## config.mk

```make
export PLATFORM = sky130hd
export DESIGN_NAME = seq_match_logger
export DESIGN_NICKNAME = d
export VERILOG_FILES = /design/src/rtl/seq_match_logger.sv
export SDC_FILE = /design/constraint.sdc
export NUM_CORES = 1
export LEC_CHECK = 0
export ABC_AREA = 1
export CORE_UTILIZATION = 45
export CTS_CLUSTER_DIAMETER = 60
export CTS_CLUSTER_SIZE = 28
export DETAILED_ROUTE_END_ITERATION = 8
export DONT_BUFFER_PORTS = 1
export HOLD_SLACK_MARGIN = 0.05
export PLACE_DENSITY_LB_ADDON = 0.08
export SYNTH_ARGS = -nofsm -noshare
export SYNTH_HDL_FRONTEND = slang
export SYNTH_SLANG_ARGS = --single-unit
```

## constraint.sdc

```tcl
create_clock -name clk -period 2.9 [get_ports clk]
set_clock_uncertainty 0.15 [all_clocks]
set_input_delay 0.435 -clock clk [delete_from_list [all_inputs] [get_ports clk]]
set_output_delay 0.435 -clock clk [all_outputs]
set_load 0.05 [all_outputs]
```

## src/rtl/seq_match_logger.sv

```systemverilog
// Match logger behind a 101101 sequence detector: counts qualified matches
// and buffers their stream bit positions in a FIFO drained by a read handshake.
module seq_match_logger #(
    parameter int POS_W = 16,
    parameter int DEPTH = 8,
    parameter int CNT_W = 16
) (
    input  logic             clk,
    input  logic             rst_n,
    input  logic             bit_en,
    input  logic             match,
    input  logic             clear,
    input  logic             rd_en,
    output logic [POS_W-1:0] rd_data,
    output logic             rd_valid,
    output logic             empty,
    output logic             full,
    output logic [CNT_W-1:0] match_cnt,
    output logic             overflow
);

    localparam int AW = $clog2(DEPTH);
    localparam logic [AW-1:0]    PTR_ONE  = 1;
    localparam logic [AW:0]      OCC_ONE  = 1;
    localparam logic [AW:0]      OCC_FULL = DEPTH;
    localparam logic [POS_W-1:0] POS_ONE  = 1;
    localparam logic [CNT_W-1:0] CNT_ONE  = 1;
    localparam logic [CNT_W-1:0] CNT_MAX  = '1;

    logic [POS_W-1:0] mem [0:DEPTH-1];
    logic [POS_W-1:0] bit_pos;
    logic [AW-1:0]    rd_ptr;
    logic [AW-1:0]    wr_ptr;
    logic [AW:0]      occ;
    logic             hit;
    logic             pop;
    logic             push;
    logic             drop;

    assign empty = (occ == '0);
    assign full  = (occ == OCC_FULL);

    // A pop frees the slot in the same cycle, so a full FIFO still accepts the push.
    always_comb begin
        hit  = bit_en & match;
        pop  = rd_en & ~empty;
        push = hit & (~full | pop);
        drop = hit & full & ~pop;
    end

    always_ff @(posedge clk or negedge rst_n) begin
        if (!rst_n) begin
            bit_pos   <= '0;
            rd_data   <= '0;
            rd_valid  <= 1'b0;
            match_cnt <= '0;
            overflow  <= 1'b0;
            rd_ptr    <= '0;
            wr_ptr    <= '0;
            occ       <= '0;
        end else if (clear) begin
            bit_pos   <= '0;
            rd_valid  <= 1'b0;
            match_cnt <= '0;
            overflow  <= 1'b0;
            rd_ptr    <= '0;
            wr_ptr    <= '0;
            occ       <= '0;
        end else begin
            rd_valid <= pop;
            if (bit_en)
                bit_pos <= bit_pos + POS_ONE;
            if (hit && match_cnt != CNT_MAX)
                match_cnt <= match_cnt + CNT_ONE;
            if (drop)
                overflow <= 1'b1;
            if (pop) begin
                rd_data <= mem[rd_ptr];
                rd_ptr  <= rd_ptr + PTR_ONE;
            end
            if (push)
                wr_ptr <= wr_ptr + PTR_ONE;
            if (push && !pop)
                occ <= occ + OCC_ONE;
            else if (pop && !push)
                occ <= occ - OCC_ONE;
        end
    end

    // Storage carries no reset; validity is tracked entirely by the pointers.
    always_ff @(posedge clk) begin
        if (push && !clear)
            mem[wr_ptr] <= bit_pos;
    end

endmodule
```

After elaboration in Yosys (flattened, before gate mapping)
Memories as Yosys holds them, arrays and structs flattened. A register that Yosys moved wholly into a read port is not among the register bits.
Index checks and enable logic that the tools add are counted.
{"block": "classes", "n_addsub": 6, "multipliers": 0, "div": 0, "n_lt_le_gt_ge": 0, "eq_ne": 2, "shifts": 0, "mux": 16, "bitwise": 10, "reduce_logical": 16}
{"operator": "$mux W16", "n": 4}
{"operator": "$add A16 B1 Y16 const B", "n": 2}
{"operator": "$ne A16 B16 Y1 const B", "n": 1}
{"operator": "$mux W3", "n": 4}
{"operator": "$mux W4", "n": 3}
{"operator": "$reduce_bool A2 Y1", "n": 5}
{"operator": "$add A3 B1 Y3 const B", "n": 2}
{"operator": "$and A1 B1 Y1", "n": 5}
{"operator": "$mux W1", "n": 5}
{"operator": "$add A4 B1 Y4 const B", "n": 1}
{"operator": "$eq A4 B4 Y1 const B", "n": 1}
{"operator": "$logic_and A1 B1 Y1", "n": 4}
{"operator": "$logic_not A1 Y1", "n": 4}
{"operator": "$logic_not A4 Y1", "n": 1}
{"operator": "$not A1 Y1", "n": 4}
{"operator": "$sub A4 B1 Y4 const B", "n": 1}
{"operator": "$reduce_bool A3 Y1", "n": 1}
{"operator": "$reduce_and A2 Y1", "n": 1}
{"operator": "$or A1 B1 Y1", "n": 1}
{"block": "totals", "regBits": 44, "latchBits": 0, "ramBits": 128, "mem_bits_ro": 0, "in_bits": 6, "output_inout_bits": 36, "mem_count": 1}
{"name": "mem", "depth": 8, "width": 16, "read_ports": 1, "rd_clocked_by_memory_dff": 1, "wr": 1, "line_no": "30", "rtl": "logic [POS_W-1:0] mem [0:DEPTH-1];"}

Longest topological paths before layout
Gate-level depths: netlist of run 1.
{"block": "logic_depth", "word_depth": 10, "ltp_mapped": 13, "ltp_nobuf": 13}

Least setup slack after synthesis of run 1
No wires, ideal clock.
{"block": "synth_timing", "path_type": "input port to flip-flop", "start": "input bit_en", "end": "memory mem[0][0] (enable)", "setup_time_ps": 388, "arrival_time_ps": 1813, "required_ps": 2362, "setup_slack_ps": 549, "stages": 7, "cell_sequence": "buf_4 -> nand2_1 -> inv_1 -> nand2_1 -> nor2_1 -> nand2_1 -> nor2_1"}
{"block": "synth_via", "elab_chain_cells": 5}
{"item": "start, declared", "line_no": "10", "rtl": "input logic bit_en,"}
{"item": "$and A1 B1 Y1", "line_no": "45", "rtl": "hit = bit_en & match;"}
{"item": "$and A1 B1 Y1", "line_no": "47", "rtl": "push = hit & (~full | pop);"}
{"item": "$logic_and A1 B1 Y1", "line_no": "92", "rtl": "if (push && !clear)"}
{"item": "$mux W1", "line_no": "92"}
{"item": "$mux W1 (not written as such)", "line_no": "93", "rtl": "mem[wr_ptr] <= bit_pos;"}
{"item": "end, declared", "line_no": "30"}
Every way passes these cells.

Worst setup path in the final report of run 1
{"block": "layout_timing", "start": "register occ[1]", "end": "register occ[3]"}
{"block": "layout_via", "elab_chain_cells": 8, "word_cells_on_any_way": 17}
{"item": "start, declared", "line_no": "34", "rtl": "logic [AW:0] occ;"}
{"item": "start signal, assigned", "line_no": "84", "rtl": "occ <= occ + OCC_ONE;"}
{"item": "start signal, assigned", "line_no": "86", "rtl": "occ <= occ - OCC_ONE;"}
{"item": "$logic_not A4 Y1", "line_no": "40", "rtl": "assign empty = (occ == '0);"}
{"item": "$not A1 Y1", "line_no": "46", "rtl": "pop = rd_en & ~empty;"}
{"item": "$and A1 B1 Y1", "line_no": "46"}
{"item": "$or A1 B1 Y1", "line_no": "47"}
{"item": "$and A1 B1 Y1", "line_no": "47"}
{"item": "$logic_and A1 B1 Y1 or $logic_not A1 Y1 (tied branches)", "line_no": "83, 85"}
{"item": "$mux W4 or $logic_and A1 B1 Y1 (tied branches)", "line_no": "83, 85"}
{"item": "$mux W4 or $reduce_bool A3 Y1 (tied branches)"}
Several ways; a longest one is shown, not always the timed one. The select of a mux whose other input is x is not followed.
A chain may end at the register's enable or synchronous reset.

==> results of run 1 <==
==> area by class of cell <==
type / instances / area [µm²]
Clock buffer: 18 / 429
Clock inverter: 14 / 193
Fill cell: 1549 / 8260
Inverter: 36 / 135
Multi-Input combinational cell: 522 / 2450
Sequential cell: 188 / 5350
Tap cell: 225 / 282
Timing Repair Buffer: 38 / 328
==> cell usage after synthesis (all sizes together) <==
library cell / n
nand2: 162
nor2: 160
edfxtp: 128
o21ai: 78
dfrtp: 60
nand3: 36
inv: 35
o211ai: 33
buf: 17
clkbuf: 17
nand4: 16
a21oi: 12
ha: 6
xor2: 6
nor3: 3
o21bai: 3
xnor2: 2
a31o: 1
a31oi: 1
and2: 1
clkinv: 1
fa: 1
o21a: 1
==> cells by family (layout without fill, tap and decap cells) <==
| logic type | after synthesis | after routing | synth area share (%) |
|---|---|---|---|
| AND/OR/NAND/NOR | 378 | 378 | 19.0 |
| flip-flops | 188 | 188 | 66.1 |
| AO/OA/AOI/OAI | 129 | 129 | 9.19 |
| buffers and inverters | 70 | 106 | 3.65 |
| XOR/XNOR | 8 | 8 | 0.867 |
| adder cells (fa/ha/maj) | 7 | 7 | 1.18 |
==> per-layer routing <==
| metal | global-route usage (%) | vias up | share of wire (%) |
|---|---|---|---|
| met5 | 0 | - | 0 |
| met4 | 7.10 | 0 | 1.5 |
| met3 | 4.88 | 25 | 4.5 |
| met2 | 36.0 | 121 | 48 |
| met1 | 29.2 | 2742 | 46 |
| li1 | - | 2724 | - |
==> metrics by stage <==
| step | power (mW) | worst slack [ps] | area, µm² | util [%] |
|---|---|---|---|---|
| floorplan | 4.53 | 549 | 8090 | - |
| global placement | 4.83 | 727 | 8470 | 48.6 |
| detailed placement | 4.87 | 593 | 8470 | 48.6 |
| CTS | 7.35 | 574 | 9160 | 52.6 |
| global route | 7.65 | 221 | 9160 | 52.6 |
| finish | 7.28 | 569 | 9160 | 52.6 |
==> power by group through the flow <==
stage	clock network (mW)	registers, mW	logic, mW
detailed placement	0	3.57	1.30
global route	2.62	3.53	1.50
CTS	2.50	3.51	1.34
global placement	0	3.56	1.27
floorplan	0	3.54	0.994
finish	2.45	3.51	1.32
==> worst max-delay path: cells and delay by family (launching register included) <==
kind / cells / cell delay, ps
flip-flops: 1 / 420
AND/OR/NAND/NOR: 11 / 1090
adder cells (fa/ha/maj): 1 / 380
AO/OA/AOI/OAI: 1 / 210
==> registers in the layout, indices dropped and copies added, names as in the netlist, 3 cells and up <==
| signal | cells |
|---|---|
| rd_ptr | 3 |
| bit_pos | 16 |
| mem | 128 |
| rd_data | 16 |
| occ | 4 |
| wr_ptr | 3 |
| match_cnt | 16 |
==> worst max path at each step <==
stage               startpoint        end  slack (ps)  cells after the start
floorplan               bit_en  mem[0][0]         550                      7
global placement        occ[1]     occ[3]         730                     13
detailed placement      occ[1]     occ[3]         590                     13
CTS                     occ[1]     occ[3]         570                     13
global route            occ[1]     occ[3]         220                     13
finish                  occ[1]     occ[3]         570                     13
==> flow_metrics.tcl, run 1 <==
set metrics [dict create \
    detailed_place_hpwl_um 11100 \
    fmax_mhz 429 \
    swShare_pct 33.3 \
    grt_pass1_vias 5424 \
    cts_setup_buffers 0 \
    yosys.area.top_type "edfxtp_1" \
    whs_endpoint "match_cnt[4]" \
    setup_viol_count_final 0 \
    gp_congestion 0.790 \
    p_int_mw 4.85 \
    antenna_found_initial 0 \
    path_class "reg -> reg" \
    hold_path_class "in -> reg" \
    fp.dieW_um 136 \
    r2r-end "occ[3]" \
    clk_latency_ps 430 \
    finalSetupTns_ps 0 \
    synthTopCellsByArea "edfxtp_1 48%, dfrtp_1 19%, nand2_1 7.5%" \
    worstMarginPinSlew_ps 716 \
    r2r_slack_ps 570 \
    fp.dieH_um 136 \
    clockBufferDepth 2 \
    h-tree-depth 4 \
    maxSlewHeadroom_pct 52.2 \
    synthesis.nets 793 \
    path_max_fanout 5 \
    max_stage_delay_ps 420 \
    end_kind "register" \
    drc 0 \
    final_nets 816 \
    syn_area_mm2 0.00809 \
    vias 5612 \
    num_antenna_cells 0 \
    power_frac_seq_pct 48.2 \
    hold_depth 3 \
    grt_overflow_total 0 \
    yosysUniqueCellTypes 31 \
    syn_avg_cell_area_um2 10.4 \
    yosysSeqAreaShare_pct 66.1 \
    p_sw_mw 2.43 \
    cts.repair.resized 0 \
    cap_violations 0 \
    crit_top_cell "nand2_1" \
    status "finished, final reports clean" \
    critPathRequiredTime_ps 3070 \
    vdd_drop_max_uv 496 \
    wirelength_um 18800 \
    p_clk_share_pct 33.7 \
    path_cells "nor2_1 > nand2_1 > nand2_1 > nand3_1 > ha_1 > a21oi_1 > nand2_1 > nand2_1 > nand2_1 > nand2_1 > nand2_1 > nand2_1 > nand2_1" \
    core-area_mm2 0.0174 \
    period_share_pct 80.4 \
    worstPathArrival_ps 2500 \
    syn2layout_area_growth_pct 13.3 \
    drtIter0Drc 406 \
    r2r_cells 13 \
    final_cells 1041 \
    wl_per_cell_um 18.1 \
    pwr-share-comb_pct 18.1 \
    drtAntennaViolNets 0 \
    rr_startpoint "occ[1]" \
    synthCells 780 \
    via_per_inst 5.39 \
    initial_utilization_pct 46.4 \
    p_per_area_mw_per_mm2 794 \
    final_cell_mix "161 x nand2_1, 155 x nor2_1, 128 x edfxtp_1, 77 x o21ai_0, 59 x dfrtp_1" \
    start_kind "register" \
    leakage_nw 3.57 \
    dieArea_mm2 0.0185 \
    grt_pass1_wl_um 29800 \
    slew_viol_final 0 \
    grt_setup_unrepaired "false" \
    clkTransAtPathRegs_ps 70 \
    rows 48 \
    finalHoldViolations 0 \
    min-delay-start "clear" \
    yosysWarnings 0 \
    dp.cells 1004 \
    cts_root_buf "clkbuf_16" \
    io_pins 42 \
    worst_hold_slack_ps 64.9 \
    cts.sinks 188 \
    grt_use_total_pct 22.0 \
    portBuffers 0 \
    synth-seq-cells 188 \
    cts_buffers 17 \
    timing.final.crit_period_ps 2330 \
    synth_top_area_share_pct 47.5 \
    slowest_stage "dfrtp_1" \
    drive_gt1_share_pct 8.95 \
    cts_tree "yes" \
    cts_hold_buf 5 \
    firstDrtPassIters 5 \
    final_common_cell "nand2_1" \
    grt_max_degree 61 \
]
Power figures use the tool's default switching activity.
==> run 2: changes to the inputs <==
==> constraint.sdc (replaced) <==
create_clock -name clk -period 2.3 [get_ports clk]
set_clock_uncertainty 0.15 [all_clocks]
set_input_delay 0.345 -clock clk [delete_from_list [all_inputs] [get_ports clk]]
set_output_delay 0.345 -clock clk [all_outputs]
set_load 0.05 [all_outputs]
==> flow_metrics.tcl, run 2 (synthesized netlist as in run 1, its figures left out) <==
set metrics [dict create \
    worstMarginPinSlew_ps 659 \
    grt_pass1_vias 5516 \
    firstDrtPassIters 4 \
    cts_tree "yes" \
    via_per_inst 5.28 \
    clockBufferDepth 2 \
    hold_depth 3 \
    post-place-ws_ps 46.8 \
    fmax_mhz 479 \
    drive_gt1_share_pct 9.27 \
    clkTransAtPathRegs_ps 60 \
    start_kind "register" \
    dp.cells 1009 \
    grt_use_total_pct 21.5 \
    worstPathArrival_ps 2250 \
    min-delay-start "rd_en" \
    grt_pass1_wl_um 29300 \
    grt_overflow_total 0 \
    wirelength_um 18400 \
    timing.final.crit_period_ps 2090 \
    crit_start "occ[3]" \
    dieArea_mm2 0.0185 \
    grt_setup_unrepaired "false" \
    r2r_slack_ps 210 \
    cts.sinks 188 \
    finalSetupTns_ps 0 \
    num_antenna_cells 0 \
    slew_viol_final 0 \
    path_class "reg -> reg" \
    drtAntennaViolNets 0 \
    finalHoldViolations 0 \
    cap_violations 0 \
    largest_reg_flops 128 \
    end_kind "register" \
    vias 5522 \
    path_max_fanout 6 \
    initial_utilization_pct 46.4 \
    maxSlewHeadroom_pct 55.9 \
    status "finished, final reports clean" \
    clk_latency_ps 430 \
    cts_root_buf "clkbuf_16" \
    hold_path_class "in -> reg" \
    antenna_found_initial 0 \
    rows 48 \
    period_share_pct 90.8 \
    io_pins 42 \
    final_common_cell "nand2_1" \
    final_cell_mix "161 x nand2_1, 154 x nor2_1, 128 x edfxtp_1, 77 x o21ai_0, 59 x dfrtp_1" \
    syn2layout_area_growth_pct 14.0 \
    critPathRequiredTime_ps 2470 \
    cts_setup_buffers 0 \
    whs_endpoint "overflow" \
    drtIter0Drc 321 \
    wl_per_cell_um 17.6 \
    gp_congestion 0.817 \
    core-area_mm2 0.0174 \
    grt_max_degree 66 \
    fp.dieH_um 136 \
    vdd_drop_max_uv 572 \
    setup_slack_ps 212 \
    top_register "mem" \
    r2r_cells 13 \
    detailed_place_hpwl_um 11300 \
    p_per_area_mw_per_mm2 962 \
    drc 0 \
    fp.dieW_um 136 \
    final_nets 820 \
    final_cells 1045 \
    rr_startpoint "occ[3]" \
    portBuffers 0 \
    setup_viol_count_final 0 \
    leakage_nw 3.59 \
    r2r-end "occ[3]" \
    cts_buffers 17 \
    h-tree-depth 4 \
]
-- run 2: cell types whose count changed in the layout (fill, tap and decap cells not counted), moves of 3 or more --
| cell | before | now |
|---|---|---|
| bufinv_16 | 4 | 1 |
| inv_6 | 3 | 0 |
| clkbuf_1 | 1 | 4 |
| buf_12 | 1 | 8 |
-- run 2: final cells by class --
type	instances	area, µm²
well taps	225	282
multi-input cells	522	2470
inverters	36	135
clock inverters	9	73.8
repair buffers	42	443
clock buffers	23	468
flip-flops and latches	188	5350
fillers	1545	8200
-- run 2: critical path: stages (launching register included) --
cell	delay, ps
dfrtp_1	440
nor2_1	140
nand2_1	90
nand2_1	100
nand3_2	150
ha_4	270
a21oi_1	190
nand2_1	80
nand2_1	90
nand2_1	60
nand2_1	60
nand2_1	60
nand2_1	60
nand2_1	50
-- run 2: what timing repair did --
action	in CTS	in global routing
setup endpoints to repair	0	1
endpoints found under the hold margin	89	0
gates resized for setup	0	3
hold buffers	4	0
-- run 2: stage by stage --
| step | power (mW) | hold WS [ps] | utilization (%) | instance area (µm²) |
|---|---|---|---|---|
| after global placement | 6.11 | -99.2 | 49.4 | 8600 |
| after global routing | 9.32 | 72.1 | 52.9 | 9220 |
| after floorplan | 5.72 | -101 | - | 8090 |
| final | 8.86 | 67.4 | 52.9 | 9220 |
| after detailed placement | 6.18 | -99.0 | 49.4 | 8600 |
| after CTS | 8.94 | 52.1 | 52.8 | 9200 |
-- run 2: metal layers --
| metal | track usage, % | share of wire [%] |
|---|---|---|
| met2 | 35.4 | 49 |
| met4 | 7.78 | 1.7 |
| met5 | 0 | 0 |
| met1 | 28.5 | 46 |
| met3 | 3.99 | 2.7 |
-- run 2: worst max-delay path by stage --
stage                 to
2_1_floorplan  mem[0][0]
3_3_place_gp      occ[3]
3_5_place_dp      occ[3]
4_1_cts           occ[3]
5_1_grt           occ[3]
6_report          occ[3]
-- run 2: where the power goes --
group / internal, mW / total (mW) / leakage, nW / switching [mW]
Clock: 1.53 / 2.71 / 0.256 / 1.18
Sequential: 3.79 / 4.43 / 2.02 / 0.641
Combinational: 0.554 / 1.73 / 1.31 / 1.17
Total: 5.87 / 8.86 / 3.59 / 2.99
==> run 3: changes to the inputs <==
==> constraint.sdc (replaced) <==
create_clock -name clk -period 2.3 [get_ports clk]
set_clock_uncertainty 0.15 [all_clocks]
set_input_delay 0.345 -clock clk [delete_from_list [all_inputs] [get_ports clk]]
set_output_delay 0.345 -clock clk [all_outputs]
set_load 0.005 [all_outputs]
==> flow_metrics.tcl, run 3 (synthesized netlist as in run 1, its figures left out) <==
set metrics [dict create \
    slew_viol_final 0 \
    p_per_area_mw_per_mm2 926 \
    h-tree-depth 4 \
    end_kind "register" \
    gp_congestion 0.834 \
    path_max_fanout 5 \
    clk_latency_ps 420 \
    io_pins 42 \
    power_frac_seq_pct 47.2 \
    multi_input_area_mm2 0.00247 \
    pwr-share-comb_pct 19.0 \
    vdd_drop_max_uv 559 \
    grt_overflow_total 0 \
    wl_per_cell_um 17.5 \
    top_register "mem" \
    worstMarginPinSlew_ps 684 \
    drtAntennaViolNets 0 \
    fp.dieW_um 136 \
    p_clk_share_pct 33.8 \
    setup_viol_count_final 0 \
    maxSlewHeadroom_pct 54.3 \
    finalHoldViolations 0 \
    rr_startpoint "occ[1]" \
    clockBufferDepth 2 \
    cts_setup_buffers 0 \
    worstPathArrival_ps 2360 \
    dieArea_mm2 0.0185 \
    period_share_pct 95.3 \
    grt_pass1_wl_um 29000 \
    final_nets 804 \
    core-area_mm2 0.0174 \
    finalPower_mw 8.49 \
    hold_path_class "in -> reg" \
    p_int_mw 6.06 \
    largest_reg_flops 128 \
    clkTransAtPathRegs_ps 60 \
    cts_tree "yes" \
    cts_buffers 17 \
    fmax_mhz 456 \
    drtIter0Drc 313 \
    p_sw_mw 2.43 \
    cap_violations 0 \
    syn2layout_area_growth_pct 13.3 \
    post-route-util_pct 52.6 \
    initial_utilization_pct 46.4 \
    path_class "reg -> reg" \
    critPathRequiredTime_ps 2470 \
    fill_cells 1566 \
    register_area_mm2 0.00535 \
    status "finished, final reports clean" \
    crit_start "occ[1]" \
    portBuffers 0 \
    timing.final.crit_period_ps 2190 \
    final_cell_mix "161 x nand2_1, 154 x nor2_1, 128 x edfxtp_1, 77 x o21ai_0, 59 x dfrtp_1" \
    detailed_place_hpwl_um 10800 \
    grt_use_total_pct 21.2 \
    min-delay-start "rd_en" \
    final_common_cell "nand2_1" \
    rows 48 \
    fp.dieH_um 136 \
    firstDrtPassIters 5 \
    cts_root_buf "clkbuf_16" \
    drive_gt1_share_pct 7.21 \
    antenna_found_initial 0 \
    leakage_nw 3.54 \
    swShare_pct 28.6 \
    grt_max_degree 67 \
    wirelength_um 18100 \
    num_antenna_cells 0 \
    grt_pass1_vias 5431 \
    start_kind "register" \
    drc 0 \
    vias 5557 \
    via_per_inst 5.40 \
    cts.sinks 188 \
]
==> run 3: changes by cell type in the layout (fill, tap and decap cells not counted), sizes merged <==
cell,before,now
buf,39,22
bufinv,1,3
clkinvlp,3,1
dlygate4sd3,3,4
==> run 3: final cells by class <==
cell class                 count  area share [%]
multi-input combinational    522            26.9
tap                          225            3.07
clock buffer                  23            4.89
clock inverter                 9            1.35
sequential                   188            58.3
timing repair buffer          26            3.96
inverter                      36            1.47
==> run 3: path summary, 6_finish.rpt <==
kind	end	slack [ps]	cells past startpoint
worst min register to register	rd_data[7]	350	2
worst max register to register	occ[3]	110	13
worst max-delay path	occ[3]	110	13
worst min-delay path	rd_ptr[1]	160	4
min in group asynchronous	rd_data[8]	310	2
max in group asynchronous	bit_pos[15]	1410	2
==> run 3: metrics by stage <==
stage | TNS (ps) | instances | setup slack, ps | area [µm²] | hold slack, ps
2_1_floorplan | 0 | 780 | 38.6 | 8090 | -101
3_3_place_gp | 0 | 992 | 223 | 8510 | -99.2
3_5_place_dp | 0 | 992 | 3.58 | 8510 | -99.2
4_1_cts | 0 | 1029 | 45.7 | 9150 | 136
5_1_grt | -7.99 | 1029 | -7.99 | 9170 | 167
6_report | 0 | 1029 | 107 | 9170 | 156
==> run 3: per-layer routing <==
metal,GRT usage [%],share of wire [%],vias to the layer above
met5,0,0,-
met4,8.21,1.4,0
met3,4.21,4.3,19
met2,34.9,49,122
met1,27.6,45,2712
li1,-,-,2704
==> run 3: power by group through the flow <==
| stage | clock, mW | combinational [mW] | sequential, mW |
|---|---|---|---|
| 2_1_floorplan | 0 | 1.18 | 3.99 |
| 4_1_cts | 2.93 | 1.61 | 4.00 |
| 5_1_grt | 3.05 | 1.85 | 4.04 |
| 3_3_place_gp | 0 | 1.51 | 4.06 |
| 3_5_place_dp | 0 | 1.56 | 4.07 |
| 6_report | 2.87 | 1.62 | 4.00 |
==> run 3: timing repair <==
item / 4_1_cts / 5_1_grt
setup endpoints to repair: 1 / 1
hold buffers: 5 / 0
gates resized for setup: 1 / 2
hold endpoints to repair: 90 / 0
==> run 3: worst max-delay path: stages, from the launching register on <==
cell and delay (ps):
dfrtp_1 420, nor2_2 170, nand2_1 90, nand2_1 110, nand3_1 220, ha_4 310
a21oi_2 170, nand2_1 70, nand2_1 80, nand2_1 60, nand2_1 60, nand2_1 60
nand2_1 70, nand2_1 50
